`src/rtl/branch_resolve_ex.sv`:
```
// branch_resolve_ex: D->E control-flow register, Execute-stage branch resolution,
// and a saturating count of taken redirects.
`default_nettype none

module branch_resolve_ex #(
    parameter int IW = 20,
    parameter int AW = 15,
    parameter int DW = 20,
    parameter int CW = 16
) (
    input  logic          clk,
    input  logic          reset,
    input  logic [IW-1:0] InstrD,
    input  logic [AW-1:0] PCD,
    input  logic [AW-1:0] PCPlus1D,
    input  logic          FlushE,
    input  logic [DW-1:0] RD1E,
    input  logic [DW-1:0] RD2E,
    output logic          PCSrcE,
    output logic [AW-1:0] PCTargetE,
    output logic          FlushD,
    output logic [IW-1:0] InstrE,
    output logic [AW-1:0] PCPlus1E,
    output logic          ValidE,
    output logic [CW-1:0] TakenCount
);

    localparam logic [3:0] c_OP_B   = 4'hA;
    localparam logic [3:0] c_OP_BEQ = 4'hB;
    localparam logic [3:0] c_OP_BNE = 4'hC;
    localparam logic [3:0] c_OP_BLT = 4'hD;
    localparam logic [3:0] c_OP_JAL = 4'hE;

    logic [IW-1:0] r_instr;
    logic [AW-1:0] r_pc;
    logic [AW-1:0] r_pc_plus1;
    logic          r_valid;
    logic [CW-1:0] r_taken_cnt;

    logic [3:0]    w_opcode;
    logic [AW-1:0] w_imm_sext;
    logic          w_cond;
    logic          w_taken;

    assign w_opcode   = r_instr[IW-1 -: 4];
    assign w_imm_sext = {{(AW-12){r_instr[11]}}, r_instr[11:0]};

    always_comb begin
        w_cond = 1'b0;
        unique case (w_opcode)
            c_OP_B,
            c_OP_JAL: w_cond = 1'b1;
            c_OP_BEQ: w_cond = (RD1E == RD2E);
            c_OP_BNE: w_cond = (RD1E != RD2E);
            c_OP_BLT: w_cond = ($signed(RD1E) < $signed(RD2E));
            default:  w_cond = 1'b0;
        endcase
    end

    assign w_taken = r_valid & w_cond;

    // A taken branch bubbles the wrong-path instruction now sitting in Decode.
    always_ff @(posedge clk or negedge reset) begin
        if (!reset) begin
            r_instr    <= '0;
            r_pc       <= '0;
            r_pc_plus1 <= '0;
            r_valid    <= 1'b0;
        end else if (FlushE || w_taken) begin
            r_instr    <= '0;
            r_pc       <= '0;
            r_pc_plus1 <= '0;
            r_valid    <= 1'b0;
        end else begin
            r_instr    <= InstrD;
            r_pc       <= PCD;
            r_pc_plus1 <= PCPlus1D;
            r_valid    <= 1'b1;
        end
    end

    always_ff @(posedge clk or negedge reset) begin
        if (!reset) begin
            r_taken_cnt <= '0;
        end else if (w_taken && (r_taken_cnt != {CW{1'b1}})) begin
            r_taken_cnt <= r_taken_cnt + 1'b1;
        end
    end

    assign PCSrcE     = w_taken;
    assign FlushD     = w_taken;
    assign PCTargetE  = r_pc + w_imm_sext;
    assign InstrE     = r_instr;
    assign PCPlus1E   = r_pc_plus1;
    assign ValidE     = r_valid;
    assign TakenCount = r_taken_cnt;

endmodule

`default_nettype wire

```
`config.mk`:
```
export PLATFORM = sky130hd
export DESIGN_NAME = branch_resolve_ex
export DESIGN_NICKNAME = d
export VERILOG_FILES = /design/src/rtl/branch_resolve_ex.sv
export SDC_FILE = /design/constraint.sdc
export NUM_CORES = 1
export LEC_CHECK = 0
export BUFFER_PORTS_ARGS = -buffer_cell sky130_fd_sc_hd__buf_4
export CAP_MARGIN = 5
export CORE_MARGIN = 3
export CORE_UTILIZATION = 32
export DETAILED_ROUTE_END_ITERATION = 12
export GPL_TIMING_DRIVEN = 0
export SETUP_SLACK_MARGIN = 0.2
export SKIP_CTS_REPAIR_TIMING = 1
export SYNTH_ARGS = -nofsm -noshare
export SYNTH_HDL_FRONTEND = slang
export SYNTH_SLANG_ARGS = --single-unit
```
`constraint.sdc`:
```
create_clock -name clk -period 5 [get_ports clk]
set_input_delay 0.25 -clock clk [delete_from_list [all_inputs] [get_ports clk]]
set_output_delay 0.25 -clock clk [all_outputs]
set_load 0.02 [all_outputs]
```
==> results.json <==
{
  "status": "completed",
  "grt_max_degree": 68,
  "drcViolationCount": 0,
  "cp-end-kind": "primary output",
  "wl_per_cell_um": 14.0,
  "synth_nets": 484,
  "synth_top_area_share_pct": 45.7,
  "slew_headroom_pct": 44.0,
  "grt_pass1_vias": 3272,
  "avgSynthCellArea_um2": 10.3,
  "path_max_fanout": 4,
  "cts_made_buffers": 9,
  "ant_nets": 0,
  "dp_hpwl_mm": 7.58,
  "htree_levels": 3,
  "area_delta_synth_final_pct": 46.3,
  "die_x_um": 113,
  "fin_setup_tns_ns": 0,
  "cp.arrival_ns": 2.75,
  "critPathSlowestCell": "fa_1",
  "port_buffers": 161,
  "critical-path-max-stage-delay_ns": 0.40,
  "drive_gt1_share_pct": 35.6,
  "root_buffer": "clkbuf_16",
  "avgViaCountPerCell": 4.64,
  "power_leakage_nw": 2.80,
  "path_delay_family": "compound AO/OA/AOI/OAI gates",
  "hold_path.class": "in2async",
  "dr.pass1.iters": 4,
  "gp_congestion": 0.766,
  "nFillCells": 1035,
  "core_area_um2": 11000,
  "hold_slack_ns": 0.0337,
  "grt_usage_pct": 15.2,
  "path_clk_slew_ns": 0.05,
  "clock-sinks": 67,
  "required_ns": 4.75,
  "setup_viol": 0,
  "rsz0062_at_grt": "false",
  "yosysTopAreaCell": "dfrtp_1",
  "worst_pin_slew_ns": 0.839,
  "routed_wl_mm": 9.42,
  "peakVddDrop_v": 0.000198,
  "n_antenna_cell": 0,
  "synth_cell_types": 48,
  "timing.final.crit_period_ns": 3.00,
  "cts_tree": "yes",
  "critPathBufInv": 2,
  "routed-via-count": 3111,
  "syn_inst": 355,
  "overflow": 0,
  "fin_crit_sh_pct": 60.0,
  "fmax_mhz": 333,
  "clock_skew_ns": 0.00760,
  "dieArea_um2": 12800,
  "grt_pass1_wl_mm": 15.4,
  "crit_type": "reg2out",
  "initial_core_util_pct": 33.2,
  "yosysSeqAreaShare_pct": 45.7,
  "drv_cap": 0,
  "seq_area_um2": 1680,
  "synthTopCellsByArea": "dfrtp_1 (46%), ha_1 (12%), and2_1 (9.0%)",
  "path_cells": "ha_1 > inv_1 > fa_1 > nor2b_1 > o31a_1 > o211ai_1 > a31oi_1 > a21o_1 > a21oi_1 > xnor2_1 > buf_4",
  "multiInputGateArea_um2": 1810,
  "clk_latency_ns": 0.33,
  "startpoint_type": "flop",
  "boundaryPins": 162,
  "final-hold-violation-count": 0,
  "ys_ff_latch": 67,
  "antenna_found_initial": 0,
  "synth.cell_area_um2": 3670,
  "ys_warn_count": 0,
  "rows": 38,
  "drt_iter0_markers": 76,
  "nets": 656,
  "powerDensity_nw_per_um2": 303,
  "die_h_um": 113,
  "cts.path.max_buffers": 2,
  "slew_violations": 0
}
[worst register-to-register path: stages (launching register included)]
cell and delay [ns]:
dfrtp_1 0.45, and4_1 0.26, and3_1 0.21, nand3_1 0.14, nor2_1 0.48, nor2_1 0.11, nand2_1 0.13, mux2_2 0.33
[cells in the final DEF, fill, tap and decap left out, types with 2 or more instances in the layout]
master and count:
nand4_1 2, clkbuf_16 9, clkbuf_8 4, nand3_1 12, clkbuf_1 2, a31oi_1 8
nor2_1 17, a211o_1 2, a21oi_1 13, inv_1 28, and2_1 53, and3_1 6
buf_6 5, o21a_1 4, o21bai_1 2, xor2_1 3, nor2b_1 4, nor3_1 9
a211oi_1 3, o21ai_0 6, buf_4 162, a21o_1 4, nand2_1 23, xnor2_1 21
dfrtp_1 67, nor4_1 3, ha_1 35
[layout make-up]
cell class              count  share of cell area (%)
well taps                 140                    3.27
multi-input cells         252                    33.8
clock inverters             1                   0.560
inverters                  28                    1.96
flip-flops and latches     67                    31.3
clock buffers              14                    5.30
repair buffers            161                    22.5
plain buffers               8                    1.35
[sequential cells by signal, summed over array words and instances, names as in the netlist]
signal,cells
InstrE,20
ValidE,1
PCPlus1E,15
TakenCount,16
r_pc,15
[cell families after synthesis]
group,count (synthesis),synth area share [%]
flip-flops,67,45.7
AND/OR/NAND/NOR,138,20.8
AO/OA/AOI/OAI,52,9.83
multiplexers,2,0.580
adder cells (fa/ha/maj),36,12.5
XOR/XNOR,24,5.73
buffers and inverters,36,4.85
[per-layer routing]
| metal | GRT usage [%] | share of wire [%] | vias up |
|---|---|---|---|
| li1 | - | - | 1558 |
| met1 | 18.0 | 41 | 1446 |
| met2 | 25.6 | 50 | 89 |
| met3 | 4.06 | 5.9 | 18 |
| met4 | 7.05 | 2.8 | 0 |
| met5 | 0 | 0 | - |
[per-stage QoR]
stage | setup slack [ns] | util (%) | cells | total power, mW | area, um2
3_3_place_gp | 2.31 | 45.8 | 656 | 0.981 | 5050
4_1_cts | 1.97 | 48.6 | 671 | 1.65 | 5360
2_1_floorplan | 2.44 | - | 355 | 0.807 | 3670
3_5_place_dp | 2.28 | 45.8 | 656 | 0.987 | 5050
6_report | 2.00 | 48.6 | 671 | 1.63 | 5360
5_1_grt | 1.79 | 48.6 | 671 | 1.71 | 5360
[synthesized netlist by cell type (all sizes together)]
library cell and instances:
dfrtp 67, and2 53, ha 35, inv 28, nand2 23, xnor2 21
nor2 17, a21oi 14, nand3 12, nor3 9, a31oi 8, buf 7
o21ai 7, and3 6, a21o 4, nor2b 4, nor4 4, o21a 4
a211o 3, a211oi 3, nand4 3, xor2 3, o21bai 2, a2111o 1
a2bb2oi 1, a31o 1, a41oi 1, and4 1, and4b 1, clkbuf 1
fa 1, mux2 1, mux2i 1, nand3b 1, nand4b 1, nor4b 1
o211ai 1, o31a 1, o31ai 1, or2 1, or3 1
[report_power, final]
part	leakage, nW	switching, mW	internal, mW	total (mW)
Sequential	0.878	0.0301	0.578	0.608
Combinational	1.76	0.184	0.181	0.365
Clock	0.155	0.217	0.437	0.654
[path summary, 6_finish.rpt]
kind                                            from                         to  slack, ns  cells after the start
setup / recovery                 InstrE[0]$_DFF_PN0_              PCTargetE[14]       2.00                     11
min in group clk                          InstrD[19]       InstrE[19]$_DFF_PN0_       0.13                      2
max in group asynchronous                      reset       InstrE[16]$_DFF_PN0_       4.42                      1
hold reg to reg            TakenCount[7]$_DFFE_PN0P_  TakenCount[7]$_DFFE_PN0P_       0.49                      1
hold / removal                                 reset     PCPlus1E[12]$_DFF_PN0_       0.03                      1
setup reg to reg           TakenCount[4]$_DFFE_PN0P_  TakenCount[1]$_DFFE_PN0P_       2.76                      7
(Power assumes the default switching activity.)
